File: src/rtl/hub75_scan_ctrl.sv
// HUB75 panel scan controller.
// Divides clk into scan ticks, fetches each row's pixels from an external frame
// store, shifts them into the chained panels, latches them, then shows the row
// for a clamped brightness time before blanking and moving to the next row.
module hub75_scan_ctrl #(
  parameter int NUM_MOD    = 3,
  parameter int PIX_MOD    = 64,
  parameter int ROW_BITS   = 2,
  parameter int CLK_DIV    = 10,
  parameter int ROW_PERIOD = 5000,
  parameter int BRIGHT_W   = 12,
  localparam int NUM_BITS  = NUM_MOD * PIX_MOD,
  localparam int COL_W     = $clog2(NUM_BITS)
) (
  input  logic                clk,
  input  logic                rst,
  input  logic [BRIGHT_W-1:0] brightness,
  output logic                pix_rd,
  output logic [COL_W-1:0]    pix_col,
  output logic [ROW_BITS-1:0] pix_row,
  input  logic [5:0]          pix_data,
  output logic                R1,
  output logic                G1,
  output logic                B1,
  output logic                R2,
  output logic                G2,
  output logic                B2,
  output logic [ROW_BITS-1:0] A_ADDR,
  output logic                CLK_M,
  output logic                LAT,
  output logic                OE,
  output logic                frame_start
);

  localparam int unsigned MAX_ON = ROW_PERIOD - 2 * NUM_BITS - 2;
  localparam int DIV_W = $clog2(CLK_DIV + 1);
  localparam int CW    = $clog2(ROW_PERIOD);

  typedef enum logic [2:0] {
    S_IDLE,
    S_SHIFT,
    S_LATCH,
    S_SHOW,
    S_BLANK
  } state_t;

  state_t              state;
  logic [DIV_W-1:0]    div_cnt;
  logic                tick;
  logic [CW-1:0]       slot;       // tick index within the current row
  logic [CW-1:0]       on_ticks;   // brightness captured at LATCH
  logic [CW-1:0]       on_clamped;
  logic [CW-1:0]       show_last;
  logic [ROW_BITS-1:0] row;

  // Tick divider: one tick every CLK_DIV+1 clks
  always_ff @(posedge clk) begin
    if (rst) begin
      div_cnt <= '0;
    end else if (div_cnt == DIV_W'(CLK_DIV)) begin
      div_cnt <= '0;
    end else begin
      div_cnt <= div_cnt + DIV_W'(1);
    end
  end

  // Tick decode, brightness clamp and last SHOW slot of the row
  always_comb begin
    tick       = (div_cnt == DIV_W'(CLK_DIV));
    on_clamped = CW'(brightness);
    if (32'(brightness) > MAX_ON) begin
      on_clamped = CW'(MAX_ON);
    end
    show_last  = CW'(2 * NUM_BITS) + on_ticks;
  end

  // Row scan FSM; slot counts ticks since the start of SHIFT so the four
  // phases always add up to exactly ROW_PERIOD ticks.
  always_ff @(posedge clk) begin
    if (rst) begin
      state       <= S_IDLE;
      slot        <= '0;
      on_ticks    <= '0;
      row         <= '0;
      A_ADDR      <= '0;
      {R1, G1, B1, R2, G2, B2} <= '0;
      CLK_M       <= 1'b0;
      LAT         <= 1'b0;
      OE          <= 1'b1;
      pix_rd      <= 1'b0;
      pix_col     <= '0;
      pix_row     <= '0;
      frame_start <= 1'b0;
    end else begin
      pix_rd      <= 1'b0;
      frame_start <= 1'b0;
      if (pix_rd) begin
        {R1, G1, B1, R2, G2, B2} <= pix_data;
      end
      if (tick) begin
        case (state)
          S_IDLE: begin
            state <= S_SHIFT;
            slot  <= '0;
          end
          S_SHIFT: begin
            if (!slot[0]) begin
              pix_rd      <= 1'b1;
              pix_col     <= COL_W'(slot >> 1);
              pix_row     <= row;
              frame_start <= (row == '0) && (slot == '0);
              CLK_M       <= 1'b0;
            end else begin
              CLK_M       <= 1'b1;
            end
            if (slot == CW'(2 * NUM_BITS - 1)) begin
              state <= S_LATCH;
            end
            slot <= slot + CW'(1);
          end
          S_LATCH: begin
            CLK_M    <= 1'b0;
            LAT      <= 1'b1;
            OE       <= 1'b1;
            A_ADDR   <= row;
            on_ticks <= on_clamped;
            state    <= (on_clamped != '0) ? S_SHOW : S_BLANK;
            slot     <= slot + CW'(1);
          end
          S_SHOW: begin
            LAT <= 1'b0;
            OE  <= 1'b0;
            if (slot == show_last) begin
              state <= S_BLANK;
            end
            slot <= slot + CW'(1);
          end
          S_BLANK: begin
            LAT <= 1'b0;
            OE  <= 1'b1;
            if (slot == CW'(ROW_PERIOD - 1)) begin
              state <= S_SHIFT;
              slot  <= '0;
              row   <= row + 1'b1;
            end else begin
              slot <= slot + CW'(1);
            end
          end
          default: begin
            state <= S_IDLE;
            slot  <= '0;
          end
        endcase
      end
    end
  end

endmodule

File: config.mk
export PLATFORM = sky130hd
export DESIGN_NAME = hub75_scan_ctrl
export DESIGN_NICKNAME = d
export VERILOG_FILES = /design/src/rtl/hub75_scan_ctrl.sv
export SDC_FILE = /design/constraint.sdc
export NUM_CORES = 1
export LEC_CHECK = 0
export CORE_MARGIN = 10
export CORE_UTILIZATION = 25
export CTS_CLUSTER_DIAMETER = 200
export CTS_CLUSTER_SIZE = 24
export DETAILED_ROUTE_END_ITERATION = 16
export DONT_BUFFER_PORTS = 1
export PLACE_DENSITY = 0.49
export RECOVER_POWER = 50
export SLEW_MARGIN = 40
export SYNTH_ARGS = -nofsm -noshare
export SYNTH_HDL_FRONTEND = slang
export SYNTH_SLANG_ARGS = --single-unit
File: constraint.sdc
create_clock -name clk -period 2.6 [get_ports clk]
set_input_delay 0.26 -clock clk [delete_from_list [all_inputs] [get_ports clk]]
set_output_delay 0.26 -clock clk [all_outputs]
set_load 0.05 [all_outputs]
* Yosys cells after proc, flatten, opt, wreduce, memory -nomap -nowiden *
Cells that the tools add are included.

operators by class
  reduce and logical (&&, ||, !) cells = 21
  add/subtract/negate cells = 4
  bitwise gates (word level) = 3
  muxes and demuxes = 12
  equal/unequal tests = 11

operators with widths
  cell                                            number
  case mux 13 bit (2 select lines)                1
  case mux 3 bit (5 select lines)                 1
  adder 13 x 1 -> 13 bit, second input constant   1
  adder 9 x 12 -> 13 bit, first input constant    1
  == test 13 bit                                  1
  == test 13 bit, second input constant           1
  == test 13 x 9 -> 1 bit, second input constant  1
  zero test 13 bit                                1
  two-way mux 13 bit                              1
  nonzero test 13 bit                             1
  two-way mux 3 bit                               4
  AND reduction 2 bit                             4
  == test 3 x 2 -> 1 bit, second input constant   2
  inequality test 2 bit, second input constant    3
  case mux 1 bit (2 select lines)                 3
  AND reduction 3 bit                             2
  nonzero test 2 bit                              3
  OR reduction 2 bit                              3
  OR reduction 3 bit                              2
  adder 4 x 1 -> 4 bit, second input constant     1
  == test 4 bit, second input constant            1
  AND reduction 4 bit                             1
  OR reduction 4 bit                              1
  == test 3 x 1 -> 1 bit, second input constant   1
  7 further kinds                                 10

word-level totals
  input port bits = 20
  word-level logic and storage cells = 70
  output and inout bits = 23
  register bits = 57

* Longest topological paths before layout *
Gate-level depths: netlist of run 1.

  depth after elaboration = 4
  mapped depth = 9
  mapped depth without buffers = 8

* Worst setup path after synthesis of run 1 *
Ideal clock, no wire load.

  path kind = register to register
  start = register on_ticks[7]
  end = register state[2]
  path slack = 494 ps
  cell stages (with the launch flop) = 9
  arrival time = 2,035 ps
  period minus slack after synthesis = 2,106 ps
  library setup time = 70 ps
  buffers on the path = 0
  data required time = 2,530 ps
  path through = dfxtp_1 inv_1 ha_1 nand3b_1 xnor2_1 or3_1 and3_1 or4_1 a21oi_1

on the way
  cells in the longest elaborated chain, start to end = 4

RTL lines
  item                                    line  text
  from (decl)                             51    logic [CW-1:0] on_ticks;
  from (signal assigned)                  126   on_ticks <= on_clamped;
  adder 9 x 12 -> 13 bit                  74    show_last = CW'(2 * NUM_BITS) + on_ticks;
  == test 13 bit                          133   if (slot == show_last) begin
  inequality test 2 bit (no source line)  --
  AND reduction 4 bit (no source line)    --
  to (signal assigned)                    127   state <= (on_clamped != '0) ? S_SHOW : S_BLANK;
  to (decl)                               47    state_t state;

No other way between the ends.
A chain may end at the register's enable or synchronous reset.

* Worst setup path after layout of run 1 *
  start = register slot[3]
  end = register state[2]

on the way
  cells in the longest elaborated chain, start to end = 3
  elaborated cells between the ends (all ways) = 7
  classes of those cells = eq/ne: 6; reduce/logical: 1

RTL lines
  item                                    line  text
  from (decl)                             50    logic [CW-1:0] slot;
  from (signal assigned)                  119   slot <= slot + CW'(1);
  from (signal assigned)                  128   slot <= slot + CW'(1);
  from (signal assigned)                  136   slot <= slot + CW'(1);
  == test 13 bit (tied with other cells)  141   if (slot == CW'(ROW_PERIOD - 1)) begin
  inequality test 2 bit (no source line)  --
  AND reduction 4 bit (no source line) *  --

Mark *: on every way between the ends. The rest lies on a longest branch, timed or not.

==> run summary, run 1 <==
Post-Syn Nets = 343
CP peak stage delay = 600 ps
Slew HR = 0.4389
Register Area = 1141 sq um
I/O pins = 43
Setup WS pre-CTS = 365.5 ps
Ant diodes = 0
Seq cells post-synth = 57
Die ar. = 15050 sq um
Dominant register cell in the synthesized netlist = dfxtp_1
VDD IR max = 0.0002841 V
DP HPWL = 4.785 mm
Vias in the first global route = 2114
Initial DRC count = 173
YS warnings = 0
Critical Path Start Type = flip-flop
Asr flop ratio synth = 0
Die width = 122.7 um
WHS = 16.95 ps
Top post-synthesis cells by area = dfxtp_1 43%, nand2_1 6.1%, nor2_1 6.1%
Yosys top cell area share = 0.4328
Multi-input gate area = 1379 sq um
Critical path cell sequence = nor4_1 -> a31o_2 -> o211ai_1 -> o21bai_1 -> or4_1 -> a21oi_1
Yosys cell types = 41
RSZ-0062 raised after global routing = false
Post-Syn Area per Cell = 8.316 sq um
Critical Path RT = 2870 ps
Pwr Density = 641.7 nW/um^2
First-pass GRT wire length = 10.96 mm
Vias/cell = 4.613
DRC = 0
FP Rows = 37
Layout cells sized above 1 = 0.09718
MaxCap Viol Count = 0
Initial core utilization = 0.2565
Static Leak = 1.090 nW
Status = finished, final reports clean
Seq/Total Area, Yosys = 0.4328
Layout fillers = 1109
Synth Cell Area = 2636 sq um
Worst Setup End Kind = flip-flop
Grt total ovfl = 0
Syn Inst Count = 317
Final hold vios = 0
Routed Wire Length = 6.627 mm
Slack of the critical path = 333.1 ps
Wire per inst = 14.56 um
Layout area overhead = 14.86%
Hold/Removal Path Class = input port to flip-flop
Clk pin slew, worst setup/hold paths = 70 ps
Clock Latency Late Sink = 340 ps
Root Driver = clkbuf_8
CTS sink cnt = 57
Final nets = 340
Largest net degree at the start of global routing = 45
Min Tclk post-route = 2267 ps
Die Ht = 122.7 um
Crit-path max FO = 8
Post-Route Skew = 9.798 ps
Max Freq = 441.1 MHz
Final setup TNS = 0 ps
Slowest cell on crit path = nor4_1
Via count = 2099
Worst slew pin tran = 840.5 ps
Yosys top cell by area = dfxtp_1
H-Tree Depth = 3
GRT Util Overall = 0.09299
Antenna violations before repair = 0
Final setup viols = 0
Kind of critical path = flip-flop to flip-flop
Final cycle utilization of the critical path = 0.8719
CTS buffer count = 9
Floorplan core area = 10280 sq um
CTS tree = built
Port Buf Inserts = 0
Critical Path AT = 2540 ps
Max-slew violations = 0
1st-pass router iterations = 4
Routed Antenna Nets = 0
Number of enable flip-flop cells after synthesis = 0
Postcts setup bufs = 0
Gpl congestion = 0.8414
Max clock buf depth = 2
## power breakdown
part / internal, W / switching, W / total (W)
Clock: 0.000658 / 0.000374 / 0.00103
Sequential: 0.000877 / 0.00000423 / 0.000881
Combinational: 0.0000110 / 0.0000188 / 0.0000298
Total: 0.00155 / 0.000397 / 0.00194
## cell usage in the layout, fill, tap and decap left out, drive strengths merged, types with 2 or more instances in the layout
cell type  count
nand3         11
nand4          5
a31o           2
bufinv         3
buf            5
a21oi         29
nor3           8
dfxtp         57
nand2         43
inv           11
nand3b         2
and3           4
and4           2
mux2i         14
or3            3
a22oi          2
o211ai         2
xnor2         14
xor2          12
o21ai          8
or4            2
nor2          43
clkbuf        11
nor4           6
clkinv         3
ha             6
## what timing repair did
action	CTS	global route
setup endpoints to repair	0	1
hold endpoints to repair	44	0
resized for setup	0	1
hold buffers	1	0
## worst max-delay path, delay by kind of cell, from the launching register on
kind / cells / cell delay [ps]
AOI/OAI and AO/OA: 4 / 750
DFF: 1 / 390
and+or+nand+nor: 2 / 1070
## through the flow
step / power [W] / cell area [sq um] / std cells / util
global route: 0.002021 / 3028 / 455 / 0.2946
detailed placement: 0.0009169 / 2763 / 438 / 0.2688
CTS: 0.001980 / 3025 / 455 / 0.2944
global placement: 0.0009164 / 2763 / 438 / 0.2688
floorplan: 0.0009226 / 2636 / 317 / -
finish: 0.001943 / 3028 / 455 / 0.2946
## cell families (layout without fill, tap and decap cells)
| group | after synthesis | after routing | synth area share |
|---|---|---|---|
| AOI/OAI and AO/OA | 48 | 48 | 0.1039 |
| xor gates and xnor gates | 27 | 27 | 0.09540 |
| adders and majority gates | 6 | 6 | 0.02848 |
| buffers and inverters | 31 | 33 | 0.04651 |
| DFF | 57 | 57 | 0.4328 |
| muxes | 14 | 14 | 0.05315 |
| and+or+nand+nor | 134 | 134 | 0.2397 |
## cells in the mapped netlist (2+ instances only)
cell type and number:
nand3_1 11, xor2_1 12, mux2i_1 14, a21oi_1 29, o211ai_1 2, o21ai_0 8, nand4_1 5, nor2_1 43
xnor2_1 14, or3_1 3, nor4_1 5, ha_1 6, nand2_1 43, nor3_1 8, and3_1 3, inv_1 11
dfxtp_1 57, nand3b_1 2, buf_2 2, a22oi_1 2, a31o_2 2, clkbuf_1 16
## area by class of cell
| cell class | instances | area share |
|---|---|---|
| inverter | 11 | 0.01364 |
| clock inverter | 6 | 0.03471 |
| sequential | 57 | 0.3769 |
| clock buffer | 10 | 0.04545 |
| tap | 136 | 0.05620 |
| timing repair buffer | 6 | 0.01777 |
| multi-input combinational | 229 | 0.4554 |
## registers in the layout, summed over array words and instances (netlist names)
| signal | cells |
|---|---|
| pix_rd | 1 |
| pix_row | 2 |
| CLK_M | 1 |
| A_ADDR | 2 |
| B1 | 1 |
| OE | 1 |
| R2 | 1 |
| G1 | 1 |
| G2 | 1 |
| row | 2 |
| slot | 13 |
| LAT | 1 |
| B2 | 1 |
| div_cnt | 4 |
| on_ticks | 12 |
| frame_start | 1 |
| R1 | 1 |
| pix_col | 8 |
| state | 3 |
## path summary, 6_finish.rpt
kind                startpoint           end  slack [ps]  cells after the start
hold reg to reg   on_ticks[11]  on_ticks[11]         470                      2
setup reg to reg       slot[3]      state[2]         330                      6
setup / recovery       slot[3]      state[2]         330                      6
hold / removal             rst            OE          20                      1
## layer usage
layer	wire (um)	up-vias	track usage
li1	-	1066	-
met1	2990	979	0.1116
met2	2991	43	0.1409
met3	516	11	0.03903
met4	129	0	0.04418
met5	0	-	0
Power figures use the tool's default switching activity.
==> run 2: changes to the inputs <==
CORE_UTILIZATION = 55   (was 25)
CTS_BUF_LIST = sky130_fd_sc_hd__clkbuf_4 sky130_fd_sc_hd__clkbuf_8   (was unset)
PLACE_DENSITY = unset   (was 0.49)
PLACE_DENSITY_LB_ADDON = 0.3   (was unset)
==> run summary, run 2 (same netlist as run 1, synthesis figures left out) <==
Critical Path Start Type = flip-flop
Vias/cell = 5.618 (+22%)
Routed Antenna Nets = 0 (unchanged)
1st-pass router iterations = 4 (unchanged)
Status = finished, final reports clean
Kind of critical path = flip-flop to flip-flop
Final hold vios = 0 (unchanged)
Port Buf Inserts = 0 (unchanged)
Floorplan core area = 4692 sq um (-54%)
WHS = 22.10 ps (+5.151 ps)
First-pass GRT wire length = 9.356 mm (-15%)
Quantity of hold-fixing buffers added after cts = 1 (unchanged)
Post-Route Skew = 10.94 ps (+1.145 ps)
Fin area = 2875 sq um (-5.0%)
I/O pins = 43 (unchanged)
Initial DRC count = 108 (-38%)
Layout cells sized above 1 = 0.08805 (-0.009128)
Die Ht = 89.24 um (-27%)
Antenna violations before repair = 0 (unchanged)
Max clock buf depth = 2 (unchanged)
Post_cts resized = 0 (unchanged)
Biggest register = slot
Die width = 89.24 um (-27%)
VDD IR max = 0.0003710 V (+31%)
Clock Latency Late Sink = 340 ps (about the same)
DP HPWL = 4.164 mm (-13%)
Max Freq = 433.1 MHz (-1.8%)
Placed Area = 2653 sq um (-4.0%)
FP Rows = 25 (-32%)
CTS buffer count = 9 (unchanged)
CP delay by family, top = simple AND/OR/NAND/NOR gates
CTS tree = built
Ant diodes = 0 (unchanged)
Final nets = 339 (-0.29%)
Min Tclk post-route = 2309 ps (+42.32 ps)
WP buf/inv = 1 (+1)
Most common cell after layout, fill and taps aside = dfxtp_1
Slowest cell on crit path = or4_1
Critical Path RT = 2870 ps (about the same)
Final setup viols = 0 (unchanged)
Largest net degree at the start of global routing = 45 (unchanged)
Final cycle utilization of the critical path = 0.8881 (+0.01628)
CP peak stage delay = 490 ps (-110 ps)
Routed Wire Length = 5.849 mm (-12%)
CTS sink cnt = 57 (unchanged)
Worst slew pin tran = 834.9 ps (-5.689 ps)
H-Tree Depth = 3 (unchanged)
Top flop regs = slot: 13 flops, on_ticks: 12 flops, pix_col: 8 flops
Wire per inst = 15.72 um (+8.0%)
Worst Setup End Kind = flip-flop
Via count = 2090 (-0.43%)
Static Leak = 1.061 nW (-2.7%)
Hold/Removal Path Class = input port to flip-flop
Most frequent cells in the layout = 57 x dfxtp_1, 43 x nand2_1, 43 x nor2_1
GRT Util Overall = 0.1558 (+0.06282)
Postcts setup bufs = 0 (unchanged)
Crit-path max FO = 5 (-3)
Final setup TNS = 0 ps (unchanged)
Clk pin slew, worst setup/hold paths = 70 ps (about the same)
Setup WS pre-CTS = 325.2 ps (-40.31 ps)
Root Driver = clkbuf_8
MaxCap Viol Count = 0 (unchanged)
Critical Path AT = 2580 ps (+40 ps)
Gpl congestion = 0.8628 (+2.5%)
Layout area overhead = 9.065%
Grt total ovfl = 0 (unchanged)
Layout fillers = 424 (-62%)
Post-layout util = 0.6128 (+0.3182)
Vias in the first global route = 1987 (-6.0%)
Die ar. = 7963 sq um (-47%)
RSZ-0062 raised after global routing = false
Initial core utilization = 0.5619 (+0.3054)
DRC = 0 (unchanged)
Pwr Density = 614.9 nW/um^2 (-4.2%)
Max reg flops = 13 (unchanged)
Critical path cell sequence = inv_1 -> ha_1 -> xor2_1 -> nand4_1 -> nor4_1 -> o21bai_1 -> or4_1 -> a21oi_1
Slew HR = 0.4434 (+0.004559)
Slack of the critical path = 290.8 ps (-42.32 ps)
Max-slew violations = 0 (unchanged)
-- run 2: layout make-up --
cell class / count / area, sq um / share of cell area
Multi-Input combinational cell: 229 / 1373 / 0.4774
Sequential cell: 57 / 1141 / 0.3969
Clock buffer: 12 / 158.9 / 0.05527
Tap cell: 54 / 67.56 / 0.02350
Clock inverter: 4 / 51.30 / 0.01784
Timing Repair Buffer: 5 / 42.54 / 0.01480
Inverter: 11 / 41.29 / 0.01436
-- run 2: stage by stage --
step                      power (W)  instances
after floorplan           0.0009226        317
after global placement    0.0009160        355
after detailed placement  0.0009168        355
after CTS                  0.001789        372
after global routing       0.001830        372
final                      0.001768        372
-- run 2: where the power goes --
group	total, W	switching (W)	internal (W)	leakage (nW)
Clock	0.000857	0.000352	0.000505	0.106
Sequential	0.000882	0.00000417	0.000877	0.460
Combinational	0.0000292	0.0000181	0.0000111	0.495
-- run 2: worst register-to-register path, cell delays in order, from the launching register on --
cell and delay [ps]:
dfxtp_1 390, inv_1 70, ha_1 310, xor2_1 140, nand4_1 100, nor4_1 440, o21bai_1 150, or4_1 490
a21oi_1 150
-- run 2: worst paths after layout --
path / endpoint / cells after the start / slack, ps / from
setup / recovery: state[2] / 8 / 290 / on_ticks[7]
hold / removal: OE / 1 / 20 / rst
setup reg to reg: state[2] / 8 / 290 / on_ticks[7]
hold reg to reg: on_ticks[11] / 2 / 470 / on_ticks[11]
-- run 2: layer usage --
metal,part of all wire,vias up,track usage
met5,0,-,0
met4,0.013,0,0.05347
met3,0.11,9,0.09389
met2,0.44,62,0.2403
met1,0.43,948,0.1738
li1,-,1071,-
